==> config.mk <==
export PLATFORM = sky130hd
export DESIGN_NAME = channel_balancer
export DESIGN_NICKNAME = d
export VERILOG_FILES = /design/src/rtl/channel_balancer_pkg.sv /design/src/rtl/lane_fifo.sv /design/src/rtl/channel_balancer.sv
export SDC_FILE = /design/constraint.sdc
export NUM_CORES = 1
export LEC_CHECK = 0
export BUFFER_PORTS_ARGS = -buffer_cell sky130_fd_sc_hd__buf_2
export CORE_ASPECT_RATIO = 0.5
export CORE_UTILIZATION = 55
export CTS_CLUSTER_SIZE = 24
export DETAILED_ROUTE_END_ITERATION = 8
export GPL_ROUTABILITY_DRIVEN = 0
export HOLD_SLACK_MARGIN = 0.12
export PLACE_DENSITY = 0.72
export SLEW_MARGIN = 20
export SYNTH_ARGS = -nofsm -noshare
export SYNTH_HDL_FRONTEND = slang
export SYNTH_HIERARCHICAL = 1
export SYNTH_SLANG_ARGS = --single-unit
==> constraint.sdc <==
create_clock -name clk -period 24.3 [get_ports clk]
set_input_delay 1.215 -clock clk [delete_from_list [all_inputs] [get_ports clk]]
set_output_delay 1.215 -clock clk [all_outputs]
set_load 0.01 [all_outputs]
==> src/rtl/channel_balancer_pkg.sv <==
// Shared helpers for the channel family: lane-index sizing and saturating
// latency arithmetic.
package channel_balancer_pkg;

    // Widest latency estimate the helpers below can carry.
    localparam int LAT_MAX_WIDTH = 32;

    // Width of a lane index; a single-lane build still gets a 1-bit index.
    function automatic int lane_idx_width(input int lanes);
        return (lanes > 1) ? $clog2(lanes) : 1;
    endfunction

    // a + b clamped to the all-ones value of a `width`-bit estimate.
    // Callers keep the low `width` bits of the result.
    function automatic logic [LAT_MAX_WIDTH-1:0] sat_add(
        input logic [LAT_MAX_WIDTH-1:0] a,
        input logic [LAT_MAX_WIDTH-1:0] b,
        input int                       width
    );
        logic [LAT_MAX_WIDTH:0] sum;
        logic [LAT_MAX_WIDTH:0] lim;
        sum = {1'b0, a} + {1'b0, b};
        lim = ({{LAT_MAX_WIDTH{1'b0}}, 1'b1} << width) - {{LAT_MAX_WIDTH{1'b0}}, 1'b1};
        if (sum >= lim) begin
            return lim[LAT_MAX_WIDTH-1:0];
        end
        return sum[LAT_MAX_WIDTH-1:0];
    endfunction

endpackage

==> src/rtl/lane_fifo.sv <==
// First-word-fall-through FIFO for one balancer lane: register-array storage,
// full decided from the registered count only.
module lane_fifo #(
    parameter int DWIDTH     = 10,
    parameter int DEPTH_LOG2 = 4
) (
    input  logic                clk,
    input  logic                rst,
    input  logic                push,
    input  logic [DWIDTH-1:0]   din,
    input  logic                pop,
    output logic [DWIDTH-1:0]   dout,
    output logic                empty,
    output logic                full,
    output logic [DEPTH_LOG2:0] count
);

    localparam int                  DEPTH      = 1 << DEPTH_LOG2;
    localparam logic [DEPTH_LOG2:0] FULL_COUNT = {1'b1, {DEPTH_LOG2{1'b0}}};
    localparam logic [DEPTH_LOG2:0] ONE_COUNT  = {{DEPTH_LOG2{1'b0}}, 1'b1};

    logic [DWIDTH-1:0]     mem_q [DEPTH];
    logic [DEPTH_LOG2-1:0] wr_ptr_q, wr_ptr_d;
    logic [DEPTH_LOG2-1:0] rd_ptr_q, rd_ptr_d;
    logic [DEPTH_LOG2:0]   count_q, count_d;
    logic                  do_push, do_pop;

    assign empty   = (count_q == '0);
    assign full    = (count_q == FULL_COUNT);
    assign count   = count_q;
    assign dout    = mem_q[rd_ptr_q];
    assign do_push = push & ~full;
    assign do_pop  = pop & ~empty;

    // NOTE: every variable is given its default first so no path through the
    // block leaves it unassigned, which would infer a latch.
    always_comb begin
        wr_ptr_d = wr_ptr_q;
        rd_ptr_d = rd_ptr_q;
        count_d  = count_q;
        if (do_push) begin
            wr_ptr_d = wr_ptr_q + DEPTH_LOG2'(1);
        end
        if (do_pop) begin
            rd_ptr_d = rd_ptr_q + DEPTH_LOG2'(1);
        end
        case ({do_push, do_pop})
            2'b10:   count_d = count_q + ONE_COUNT;
            2'b01:   count_d = count_q - ONE_COUNT;
            default: count_d = count_q;
        endcase
    end

    // NOTE: clocked state uses non-blocking assignments so every register
    // samples pre-edge values, independent of statement order.
    always_ff @(posedge clk) begin
        if (!rst) begin
            wr_ptr_q <= '0;
            rd_ptr_q <= '0;
            count_q  <= '0;
        end else begin
            wr_ptr_q <= wr_ptr_d;
            rd_ptr_q <= rd_ptr_d;
            count_q  <= count_d;
        end
    end

    // NOTE: the storage array is deliberately not reset; a zero count already
    // marks every entry invalid, and leaving it unreset keeps it plain flops.
    always_ff @(posedge clk) begin
        if (do_push) begin
            mem_q[wr_ptr_q] <= din;
        end
    end

endmodule

==> src/rtl/channel_balancer.sv <==
// Spreads one input stream over LANES FIFO lanes, steering each item to the
// non-full lane with the lowest estimated wait (downstream latency + occupancy).
module channel_balancer
    import channel_balancer_pkg::*;
#(
    parameter int WIDTH               = 10,
    parameter int LANES               = 4,
    parameter int DEPTH_LOG2          = 4,
    parameter int LATENCY_COUNT_WIDTH = 10
) (
    input  logic                                 clk,
    input  logic                                 rst,
    input  logic                                 in_valid,
    output logic                                 in_ready,
    input  logic [WIDTH-1:0]                     in_data,
    output logic [LATENCY_COUNT_WIDTH-1:0]       in_latency,
    output logic [lane_idx_width(LANES)-1:0]     in_lane,
    output logic [LANES-1:0]                     out_valid,
    input  logic [LANES-1:0]                     out_ready,
    output logic [LANES*WIDTH-1:0]               out_data,
    input  logic [LANES*LATENCY_COUNT_WIDTH-1:0] out_latency
);

    localparam int LANE_W = lane_idx_width(LANES);
    localparam int LCW    = LATENCY_COUNT_WIDTH;

    logic [LANES-1:0]    lane_full;
    logic [LANES-1:0]    lane_empty;
    logic [LANES-1:0]    lane_push;
    logic [LANES-1:0]    lane_pop;
    logic [DEPTH_LOG2:0] lane_count [LANES];

    logic [LCW-1:0]      old_lat_q [LANES];
    logic [LCW-1:0]      old_lat_d [LANES];
    logic [LCW-1:0]      est [LANES];

    logic                sel_found;
    logic [LANE_W-1:0]   sel_idx;
    logic [LCW-1:0]      sel_est;
    logic [LANES-1:0]    sel_onehot;

    for (genvar i = 0; i < LANES; i++) begin : g_lane
        lane_fifo #(
            .DWIDTH     (WIDTH),
            .DEPTH_LOG2 (DEPTH_LOG2)
        ) u_fifo (
            .clk   (clk),
            .rst   (rst),
            .push  (lane_push[i]),
            .din   (in_data),
            .pop   (lane_pop[i]),
            .dout  (out_data[i*WIDTH +: WIDTH]),
            .empty (lane_empty[i]),
            .full  (lane_full[i]),
            .count (lane_count[i])
        );
    end

    assign out_valid = ~lane_empty;
    assign lane_pop  = out_ready & out_valid;

    // Downstream latency is registered one cycle, plus one for the hop itself.
    always_comb begin
        for (int i = 0; i < LANES; i++) begin
            old_lat_d[i] = LCW'(sat_add(32'(out_latency[i*LCW +: LCW]), 32'd1, LCW));
            est[i]       = LCW'(sat_add(32'(old_lat_q[i]), 32'(lane_count[i]), LCW));
        end
    end

    always_ff @(posedge clk) begin
        for (int i = 0; i < LANES; i++) begin
            if (!rst) begin
                old_lat_q[i] <= LCW'(1);
            end else begin
                old_lat_q[i] <= old_lat_d[i];
            end
        end
    end

    // Linear argmin over non-full lanes; strict '<' keeps ties on the lowest index.
    always_comb begin
        sel_found  = 1'b0;
        sel_idx    = '0;
        sel_est    = '1;
        sel_onehot = '0;
        for (int i = 0; i < LANES; i++) begin
            if (!lane_full[i] && (!sel_found || (est[i] < sel_est))) begin
                sel_found  = 1'b1;
                sel_idx    = LANE_W'(i);
                sel_est    = est[i];
                sel_onehot = '0;
                sel_onehot[i] = 1'b1;
            end
        end
    end

    assign in_ready   = rst & sel_found;
    assign in_lane    = sel_idx;
    assign in_latency = sel_est;
    assign lane_push  = {LANES{in_valid & in_ready}} & sel_onehot;

endmodule
# Word level (Yosys, flattened, before mapping)
# Memories as Yosys holds them, arrays and structs flattened. A register that Yosys moved wholly into a read port is not among the register bits.
# Cells that the tools add are included.
dict set report word_totals {
  reg_bits 52
  latch_bits 0
  ram_bits 680
  rom_bits 0
  input_bits 57
  out_inout_bits 57
  memories 5
}
# name words word_bits rd rd_ports_with_merged_regs wr line_no
set memory_table {}
lappend memory_table {{g_lane[0].u_fifo.mem_q} 16 10 1 1 1 lane_fifo.sv:22} ;# logic [DWIDTH-1:0] mem_q [DEPTH];
lappend memory_table {{g_lane[1].u_fifo.mem_q} 16 10 1 1 1 lane_fifo.sv:22}
lappend memory_table {{g_lane[2].u_fifo.mem_q} 16 10 1 1 1 lane_fifo.sv:22}
lappend memory_table {{g_lane[3].u_fifo.mem_q} 16 10 1 1 1 lane_fifo.sv:22}
lappend memory_table {old_lat_q 4 10 4 0 4 channel_balancer.sv:33} ;# logic [LCW-1:0] old_lat_q [LANES];
dict set report op_classes {
  addsub 24
  multipliers 0
  div_mod_pow 0
  n_lt_le_gt_ge 11
  eq_ne 12
  n_shift 0
  n_mux 65
  bitwise 25
  reduce_logical 19
}
# op n
set ops {}
lappend ops {{$mux W10} 24}
lappend ops {{$ge A11 B10 Y1 const B} 8}
lappend ops {{$add A10 B1 Y11 const B} 4}
lappend ops {{$add A10 B5 Y11} 4}
lappend ops {{$mux W4} 11}
lappend ops {{$pmux W5 S2} 4}
lappend ops {{$add A4 B1 Y4 const B} 8}
lappend ops {{$lt A10 B10 Y1} 3}
lappend ops {{$mux W1} 24}
lappend ops {{$add A5 B1 Y5 const B} 4}
lappend ops {{$eq A5 B5 Y1 const B} 4}
lappend ops {{$logic_not A5 Y1} 4}
lappend ops {{$sub A5 B1 Y5 const B} 4}
lappend ops {{$and A1 B1 Y1} 10}
lappend ops {{$and A4 B4 Y4} 2}
lappend ops {{$eq A2 B1 Y1 const B} 4}
lappend ops {{$eq A2 B2 Y1 const B} 4}
lappend ops {{$not A1 Y1} 8}
lappend ops {{$reduce_bool A2 Y1} 4}
lappend ops {{$logic_not A1 Y1} 5}
lappend ops {{$mux W2} 2}
lappend ops {{$not A4 Y4} 1}
lappend ops {{$or A1 B1 Y1} 4}
lappend ops {{$logic_and A1 B1 Y1} 3}
lappend ops {{$logic_or A1 B1 Y1} 3}

# Longest topological paths before layout
# Gate-level depths: netlist (run 1).
# An unclocked memory read counts as a cell.
dict set report depth {
  depth_word 24
  mapped_depth 50
  ltp_nobuf 47
}

# Cells and area by module
# Netlist (run 1), hierarchy kept.
# module n_inst cells_each area_each_um2 seq_area_each_um2
set modules_own_cells {}
lappend modules_own_cells {{lane_fifo at g_lane[0].u_fifo ...} 2 379 7113.1 5144.9}
lappend modules_own_cells {{lane_fifo at g_lane[2].u_fifo} 1 374 7010.5 5144.9}
lappend modules_own_cells {{lane_fifo at g_lane[3].u_fifo} 1 342 6991.7 5144.9}
lappend modules_own_cells {channel_balancer 1 625 4780.8 800.8}

# Least setup slack after synthesis (run 1)
# OpenSTA, ideal clock, no wires.
dict set report synth_path {
  path_type {reg2reg}
  start {reg g_lane[1].u_fifo.count_q[0]}
  end {reg g_lane[3].u_fifo.count_q[4]}
  t_arrival_ps 8899
  slack_ps 15330
  path_stages_with_launch 50
  path_buffers 4
  period_less_slack_ps 8970
  path_cell_list {dfxtp_1 > ha_1 > inv_1 > fa_1 > and2b_1 > o211ai_2 > a21boi_0 > xor2_1 > a31oi_1 > o31ai_1 > ha_1 > a21oi_1 > o221ai_1 > a21o_1 > a211oi_1 > a21o_1 > buf_4 > mux2i_1 > [14 not listed] > a21o_1 > a21o_1 > a21o_1 > a21oi_1 > o21ai_0 > a31o_1 > buf_6 > buf_12 > nor2_1 > a21boi_2 > inv_1 > ha_1 > xor2_1 > ha_1 > nor4b_1 > a21oi_1 > o32ai_1 > mux2i_1}
}
dict set report synth_between {
  elab_chain_len 22
  elab_cells_between_ends 32
  cone_classes {1 x add/sub; 4 x order compare; 3 x eq/ne; 10 x mux; 4 x bitwise; 10 x reduce/logical}
}
# item line_no
set synth_rtl {}
lappend synth_rtl {{start, declared} lane_fifo.sv:25} ;# logic [DEPTH_LOG2:0] count_q, count_d;
lappend synth_rtl {{start signal, assigned} lane_fifo.sv:64} ;# count_q <= count_d;
lappend synth_rtl {{$add A10 B5 Y11} channel_balancer_pkg.sv:22} ;# sum = {1'b0, a} + {1'b0, b};
lappend synth_rtl {{$ge A11 B10 Y1} channel_balancer_pkg.sv:24} ;# if (sum >= lim) begin
lappend synth_rtl {{$mux W1} channel_balancer_pkg.sv:24}
lappend synth_rtl {{$mux W10} channel_balancer_pkg.sv:27} ;# return sum[LAT_MAX_WIDTH-1:0];
lappend synth_rtl {{$lt A10 B10 Y1} channel_balancer.sv:87} ;# if (!lane_full[i] && (!sel_found || (est[i] < sel_est))) begin
lappend synth_rtl {{$logic_or A1 B1 Y1} channel_balancer.sv:87}
lappend synth_rtl {{$logic_and A1 B1 Y1} channel_balancer.sv:87}
lappend synth_rtl {{$mux W10 or $mux W1 (tied branches)} channel_balancer.sv:87}
lappend synth_rtl {{[7 not listed]} n/a}
lappend synth_rtl {{$mux W1} channel_balancer.sv:87}
lappend synth_rtl {{$and A1 B1 Y1} channel_balancer.sv:97} ;# assign in_ready = rst & sel_found;
lappend synth_rtl {{$and A1 B1 Y1} channel_balancer.sv:100} ;# assign lane_push = {LANES{in_valid & in_ready}} & sel_onehot;
lappend synth_rtl {{$and A4 B4 Y4 *} channel_balancer.sv:100}
lappend synth_rtl {{net lane_push[3]} channel_balancer.sv:29} ;# logic [LANES-1:0] lane_push;
lappend synth_rtl {{$and A1 B1 Y1 *} lane_fifo.sv:32} ;# assign do_push = push & ~full;
lappend synth_rtl {{$eq A2 B1 Y1 or $eq A2 B2 Y1 (tied branches)} lane_fifo.sv:47} ;# case ({do_push, do_pop})
lappend synth_rtl {{$pmux W5 S2 or $reduce_bool A2 Y1 (tied branches)} n/a}
lappend synth_rtl {{end signal, assigned} lane_fifo.sv:64}
lappend synth_rtl {{end, declared} lane_fifo.sv:25}
# The timed path passes the listed nets; every way through them passes the cells marked *.
# A chain may end at the register's enable or synchronous reset.

# Worst setup path in the final report (run 1)
dict set report layout_path {
  start {reg g_lane[1].u_fifo.count_q[1]}
  end {reg g_lane[3].u_fifo.count_q[4]}
}
# The elaborated chain is that of the path after synthesis.

==> impl_metrics.ini, run 1 <==
[cts]
post_cts_resize_count = 0
clock_path_buffers = 3
clock_tree_from_tritoncts = yes
cts_bufs_inserted = 66
cts.htree.levels = 3
cts.root.buffer_cell = clkbuf_16
cts_post_setup_buffers_inserted = 0
clock_sink_count = 748
skew_pair_late_insertion_delay_ns = 0.61
cts-hold-fix-buffers = 0
clkSlewWorstSetupHoldPaths_ns = 0.06

[yosys]
post_synth_fa_ha_maj_area_fraction = 0.03502
asyncSetResetFlopFracSynth = 0
ys_top_cells_by_area = edfxtp_1 58%, mux4_2 12%, dfxtp_1 6.5%
yosys_register_bits = 748
number_of_flops_mapped_to_enable_cells_by_yosys = 640
syn_nets = 2246
post_synthesis_instance_total = 2099
post_synth_and_or_nand_nor_area_fraction = 0.08184
synthDominantAreaCellType = edfxtp_1
synth_cell_types = 96
proportion_of_synthesized_chip_area_in_sequential_cells = 0.6477
yosysWarnings = 6
post_synthesis_cell_area_um2 = 33010
post_synth_xor_area_fraction = 0.01884
synth_top_family_by_area = multiplexers
ys_top_cells_by_count = 640 x edfxtp_1, 170 x mux4_2, 135 x nor2_1, 112 x nand2_1, 108 x dfxtp_1
synthFlopType = edfxtp_1
syn_area_per_cell_um2 = 15.73
post-synth-top-count-cell = edfxtp_1
synth_mux_area_frac = 0.1292
synth_compound_gate_area_share = 0.06262
synthDominantCellAreaShare = 0.5822

[pwr]
power.sequential.fraction = 0.526
power.density_cell_area_nw_per_um2 = 73.40
power.net_switching_uw = 591.1
p_int_uw = 2091
ir_drop_worst_vdd_v = 0.00004247
static-leakage-power_uw = 0.01250
comb_power_share = 0.070
share_of_power_burned_in_the_clock_network = 0.404
totalPowerFinal_uw = 2682
sw_frac_of_total = 0.2204

[routing]
wl_per_cell_um = 22.22
detail_route.drc_violations = 0
drt_iter0_markers = 1903
final_antenna_net_count = 0
vias_per_cell = 5.971
drtPass1Iterations = 7
num_vias = 18337
post_detailed_routing_wire_length_um = 68240

[finish]
drive_above_1_share = 0.2094
num_antenna_cells = 0
fillCellCount = 4284
finish.net_count = 2353
final_area_um2 = 36540
layout-area-overhead-vs-synth_pct = 10.69
post-route-util = 0.6164

[floorplan]
ioPinCount = 114
row_count = 63
dieHeight_um = 175.2
placeableCoreArea_um2 = 59280
area_of_the_die_um2 = 61060
die_w_um = 348.5
floorplan.initialDensity = 0.5569

[setup_path]
crit_fanout = 16
cp-start-kind = flip-flop
critical-path-max-stage-delay_ns = 0.52
slowest_stage = dfxtp_1
crit_arrival_ns = 11.24
cp.required_ns = 24.83
timing_worst_setup_path_type = flip-flop to flip-flop
worst_path_most_repeated_cell = a21o_1
reg2reg_depth = 45
end_kind = flip-flop

[timing]
period_needed_ns = 10.71
fin_setup_tns_ns = 0
clock-skew-final_ns = 0.02633
timing.final.crit_share = 0.4409
final-hold-violation-count = 0
setup_viol = 0
max_freq_mhz = 93.33
relSlewSlack = 0.2185
max_slew.worst_pin.slew_ns = 1.168
timing.final.max_slew_violations = 0
grt_setup_unrepaired = no

[run]
cap_viol_max_count = 0

[global_routing]
grt_overflow = 0
track_usage = 0.2263
number_of_antenna_violations_at_the_first_check_in_global_routing = 0
global_route_wire_length_before_repair_um = 104600
grt_pass1_vias = 17860
grt_max_degree = 82

[placed_design]
postPlaceCellArea_um2 = 34260
place.port_buffers = 113
hpwlAfterDp_um = 42000

[hold_path]
hold_class = flip-flop to flip-flop
worstHoldPathCells = 2

[status]
outcome = finished clean
## registers in the layout, summed over array words and instances, names as in the netlist, named ones only
signal / cells
g_lane.u_fifo/wr_ptr_q: 16
g_lane.u_fifo/mem_q: 640
g_lane.u_fifo/rd_ptr_q: 16
g_lane.u_fifo/count: 20
old_lat_q: 40
## power groups by stage
| stage | Clock [uW] | Sequential, uW | Combinational, uW |
|---|---|---|---|
| detailed placement | 0 | 1440 | 187 |
| global route | 1150 | 1410 | 207 |
| floorplan | 0 | 1440 | 122 |
| global placement | 0 | 1440 | 185 |
| CTS | 1100 | 1410 | 188 |
| finish | 1080 | 1410 | 188 |
## layout by cell type (no fill, tap or decap), types with 8 or more instances in the layout
cell type / Yosys / final
buf_2: 21 / 108
a21oi_1: 71 / 71
nor3_1: 37 / 34
nand4_1: 19 / 19
clkbuf_8: 2 / 13
a211oi_1: 13 / 13
mux4_2: 170 / 170
o21a_1: 19 / 19
xor2_1: 33 / 33
mux2i_1: 38 / 38
nor2b_1: 31 / 31
nor2_1: 135 / 132
nand3_1: 44 / 44
clkbuf_16: 0 / 66
buf_4: 5 / 32
dfxtp_1: 108 / 100
o21ai_0: 25 / 25
ha_1: 86 / 86
and2_1: 31 / 31
and3_1: 17 / 17
edfxtp_1: 640 / 640
nand2b_1: 26 / 26
inv_1: 65 / 65
clkbuf_1: 48 / 19
a21o_1: 19 / 19
nand2_1: 112 / 112
a22oi_1: 60 / 60
dfxtp_2: 0 / 8
xnor2_1: 38 / 38
## stage by stage
stage,hold slack [ns],instances,setup slack [ns]
finish,0.5540,3071,13.59
global placement,0.5208,2950,14.19
CTS,0.5643,3071,13.74
floorplan,0.4950,2099,15.33
detailed placement,0.5260,2950,13.86
global route,0.5976,3071,12.81
## cell families after synthesis
kind of cell               Yosys count
adders and majority gates           90
buffers and inverters              168
and+or+nand+nor                    519
muxes                              212
DFF                                748
AOI/OAI and AO/OA                  291
xor gates and xnor gates            71
## layout make-up
| cell class | instances | area [um2] | area share |
|---|---|---|---|
| Multi-Input combinational cell | 1183 | 10840 | 0.2967 |
| Timing Repair Buffer | 140 | 780.7 | 0.02137 |
| Clock buffer | 99 | 1907 | 0.05219 |
| Clock inverter | 22 | 350.3 | 0.009589 |
| Sequential cell | 748 | 21390 | 0.5855 |
| Tap cell | 812 | 1016 | 0.02781 |
| Inverter | 67 | 251.5 | 0.006883 |
## worst max-delay path, delay by kind of cell, from the launching register on
family | cells | cell delay, ns
muxes | 3 | 0.73
xor gates and xnor gates | 2 | 0.37
AOI/OAI and AO/OA | 25 | 5.60
buffers and inverters | 5 | 0.63
and+or+nand+nor | 4 | 1.04
adders and majority gates | 6 | 1.74
DFF | 1 | 0.52
## routing by layer
layer	track usage	vias up	wire length, um
li1	-	8409	-
met1	0.3375	9201	30380
met2	0.3552	637	31990
met3	0.03630	90	4755
met4	0.04733	0	1114
met5	0	-	0
## worst paths after layout
kind / start / end / slack (ns)
min reg2reg: g_lane[2].u_fifo/rd_ptr_q[1]$_SDFFE_PN0P_ / flip-flop / 0.55
max reg2reg: g_lane[1].u_fifo/count[1]$_SDFFE_PN0P_ / g_lane[3].u_fifo/count[4]$_SDFFE_PN0P_ / 13.59
min: g_lane[2].u_fifo/rd_ptr_q[1]$_SDFFE_PN0P_ / flip-flop / 0.55
max: g_lane[1].u_fifo/count[1]$_SDFFE_PN0P_ / g_lane[3].u_fifo/count[4]$_SDFFE_PN0P_ / 13.59
(Power assumes the default switching activity.)
==> run 2, diff against run 1 <==
--- a/config.mk
+++ b/config.mk
@@ -5,6 +5,7 @@
 export SDC_FILE = /design/constraint.sdc
 export NUM_CORES = 1
 export LEC_CHECK = 0
+export ABC_AREA = 1
 export BUFFER_PORTS_ARGS = -buffer_cell sky130_fd_sc_hd__buf_2
 export CORE_ASPECT_RATIO = 0.5
 export CORE_UTILIZATION = 55
==> constraint.sdc (replaced) <==
create_clock -name clk -period 9.9 [get_ports clk]
set_input_delay 0.495 -clock clk [delete_from_list [all_inputs] [get_ports clk]]
set_output_delay 0.495 -clock clk [all_outputs]
set_load 0.01 [all_outputs]
==> run 2 against run 1 <==
Effect of this change:
- clock-buffer cell count is 23 lower
- clock power is 150% higher
- power grew to 3.1 times the previous value
- sequential power rose to 2.6 times the previous value
- global-route usage increased by 0.70 points
- largest cell class unchanged
==> impl_metrics.ini, run 2 <==
[yosys]
ys_top_cells_by_count = 640 x edfxtp_1, 353 x inv_1, 280 x nand2_1, 232 x a21oi_1, 228 x o21ai_0
yosys_register_bits = 748
synth_cell_types = 57
post-synth-top-count-cell = edfxtp_1
synthDominantCellAreaShare = 0.5672
asyncSetResetFlopFracSynth = 0
proportion_of_synthesized_chip_area_in_sequential_cells = 0.6310
yosysWarnings = 6
syn_area_per_cell_um2 = 11.51
syn_nets = 3090
ys_top_cells_by_area = edfxtp_1 57%, dfxtp_1 6.4%, mux2i_1 4.7%
synthDominantAreaCellType = edfxtp_1
post_synthesis_cell_area_um2 = 33880
synthFlopType = edfxtp_1
post_synthesis_instance_total = 2943
number_of_flops_mapped_to_enable_cells_by_yosys = 640

[global_routing]
number_of_antenna_violations_at_the_first_check_in_global_routing = 0
grt_max_degree = 103
global_route_wire_length_before_repair_um = 113600
grt_pass1_vias = 20772
track_usage = 0.2333
grt_overflow = 0

[cts]
cts.htree.levels = 3
skew_pair_late_insertion_delay_ns = 0.61
cts_post_setup_buffers_inserted = 0
clock_tree_from_tritoncts = yes
clkSlewWorstSetupHoldPaths_ns = 0.07
cts_bufs_inserted = 66
clock_path_buffers = 3
cts.root.buffer_cell = clkbuf_16
clock_sink_count = 748

[floorplan]
placeableCoreArea_um2 = 60070
dieHeight_um = 177.5
floorplan.initialDensity = 0.5641
ioPinCount = 114
row_count = 63
die_w_um = 353.0
area_of_the_die_um2 = 62660

[pwr]
power.density_cell_area_nw_per_um2 = 224.6
totalPowerFinal_uw = 8396
static-leakage-power_uw = 0.01376
ir_drop_worst_vdd_v = 0.0001498

[placed_design]
postPlaceCellArea_um2 = 35090
preCtsSetupSlack_ns = 1.376
hpwlAfterDp_um = 45880
place.port_buffers = 113

[timing]
timing.final.max_slew_violations = 0
max_slew.worst_pin.slew_ns = 1.060
timing.final.crit_share = 0.8716
period_needed_ns = 8.629
fin_setup_tns_ns = 0
setup_viol = 0
grt_setup_unrepaired = no
clock-skew-final_ns = 0.02413
timing.final.ws_setup_ns = 1.271
final-hold-violation-count = 0
max_freq_mhz = 115.9
relSlewSlack = 0.2905

[finish]
finish.net_count = 3180
layout-area-overhead-vs-synth_pct = 10.31
final_area_um2 = 37380
most_flop_heavy_register = g_lane.u_fifo/mem_q
post-route-util = 0.6223
drive_above_1_share = 0.1028
flip_flop_count_of_the_largest_register_after_layout = 640
layout.cells.most_common = edfxtp_1
final_cell_mix = 640 x edfxtp_1, 352 x inv_1, 280 x nand2_1
num_antenna_cells = 0

[routing]
drtPass1Iterations = 5
num_vias = 22005
post_detailed_routing_wire_length_um = 73820
wl_per_cell_um = 18.95
vias_per_cell = 5.648
drt_iter0_markers = 1904
final_antenna_net_count = 0
detail_route.drc_violations = 0

[run]
cap_viol_max_count = 0

[setup_path]
reg2reg_depth = 45
end_kind = flip-flop
critical-path-max-stage-delay_ns = 0.77
timing_worst_setup_path_type = flip-flop to flip-flop
worst_path_most_repeated_cell = nand2_1
cp.required_ns = 10.12
cp-start-kind = flip-flop
slowest_stage = nor2_1
crit_arrival_ns = 8.85
crit_fanout = 21

[hold_path]
worstHoldPathCells = 2
hold_class = input pin to flip-flop

[status]
outcome = finished clean
## run 2: final cells by class
| class | count | area, um2 |
|---|---|---|
| Sequential cell | 748 | 21400 |
| Timing Repair Buffer | 142 | 790.8 |
| Clock buffer | 76 | 1689 |
| Multi-Input combinational cell | 1705 | 10510 |
| Tap cell | 812 | 1016 |
| Inverter | 370 | 1404 |
| Fill cell | 4628 | 22690 |
| Clock inverter | 43 | 570.5 |
## run 2: report_power, final
group	total (uW)	internal [uW]	switching, uW
combinational	2080	730	1350
sequential	3630	3510	117
clock	2690	1540	1150
## run 2: repair_timing
item                       in CTS  in global routing
setup endpoints to repair       0                  0
resized for setup               0                  0
hold endpoints to repair        3                  0
hold buffers                    3                  0
## run 2: through the flow
step	cells	hold slack [ns]
final	3896	0.1558
after global routing	3896	0.1463
after CTS	3896	0.1257
after detailed placement	3774	0.4886
after global placement	3774	0.4690
after floorplan	2943	0.4566
## run 2: worst paths after layout
kind | startpoint | slack (ns) | endpoint
hold reg to reg | g_lane[3].u_fifo/rd_ptr_q[2]$_SDFFE_PN0P_ | 0.50 | g_lane[3].u_fifo/rd_ptr_q[2]$_SDFFE_PN0P_
setup / recovery | g_lane[1].u_fifo/count[1]$_SDFFE_PN0P_ | 1.27 | g_lane[2].u_fifo/mem_q[9][0]$_DFFE_PP_
hold / removal | out_latency[10] | 0.16 | old_lat_q[1][0]$_SDFF_PP1_
setup reg to reg | g_lane[1].u_fifo/count[1]$_SDFFE_PN0P_ | 1.27 | g_lane[2].u_fifo/mem_q[9][0]$_DFFE_PP_
## run 2: cell families after synthesis
family,share of synthesized area
multiplexers,0.04727
AO/OA/AOI/OAI,0.1126
adder cells (fa/ha/maj),0.03412
buffers and inverters,0.05879
XOR/XNOR,0.02031
flip-flops,0.6310
AND/OR/NAND/NOR,0.09590
## run 2: routing by layer
metal | track usage | vias to the layer above | part of all wire
met4 | 0.06494 | 0 | 0.023
met2 | 0.3806 | 751 | 0.47
li1 | - | 10610 | -
met3 | 0.03815 | 108 | 0.067
met5 | 0 | - | 0
met1 | 0.3257 | 10536 | 0.44
## run 2: critical path: cells and delay by family (launching register included)
kind | cells | cell delay, ns
compound gates | 14 | 2.59
flops | 1 | 0.49
xor+xnor | 1 | 0.17
simple gates | 21 | 3.30
fa+ha+maj | 4 | 1.13
buf+inv | 5 | 0.55
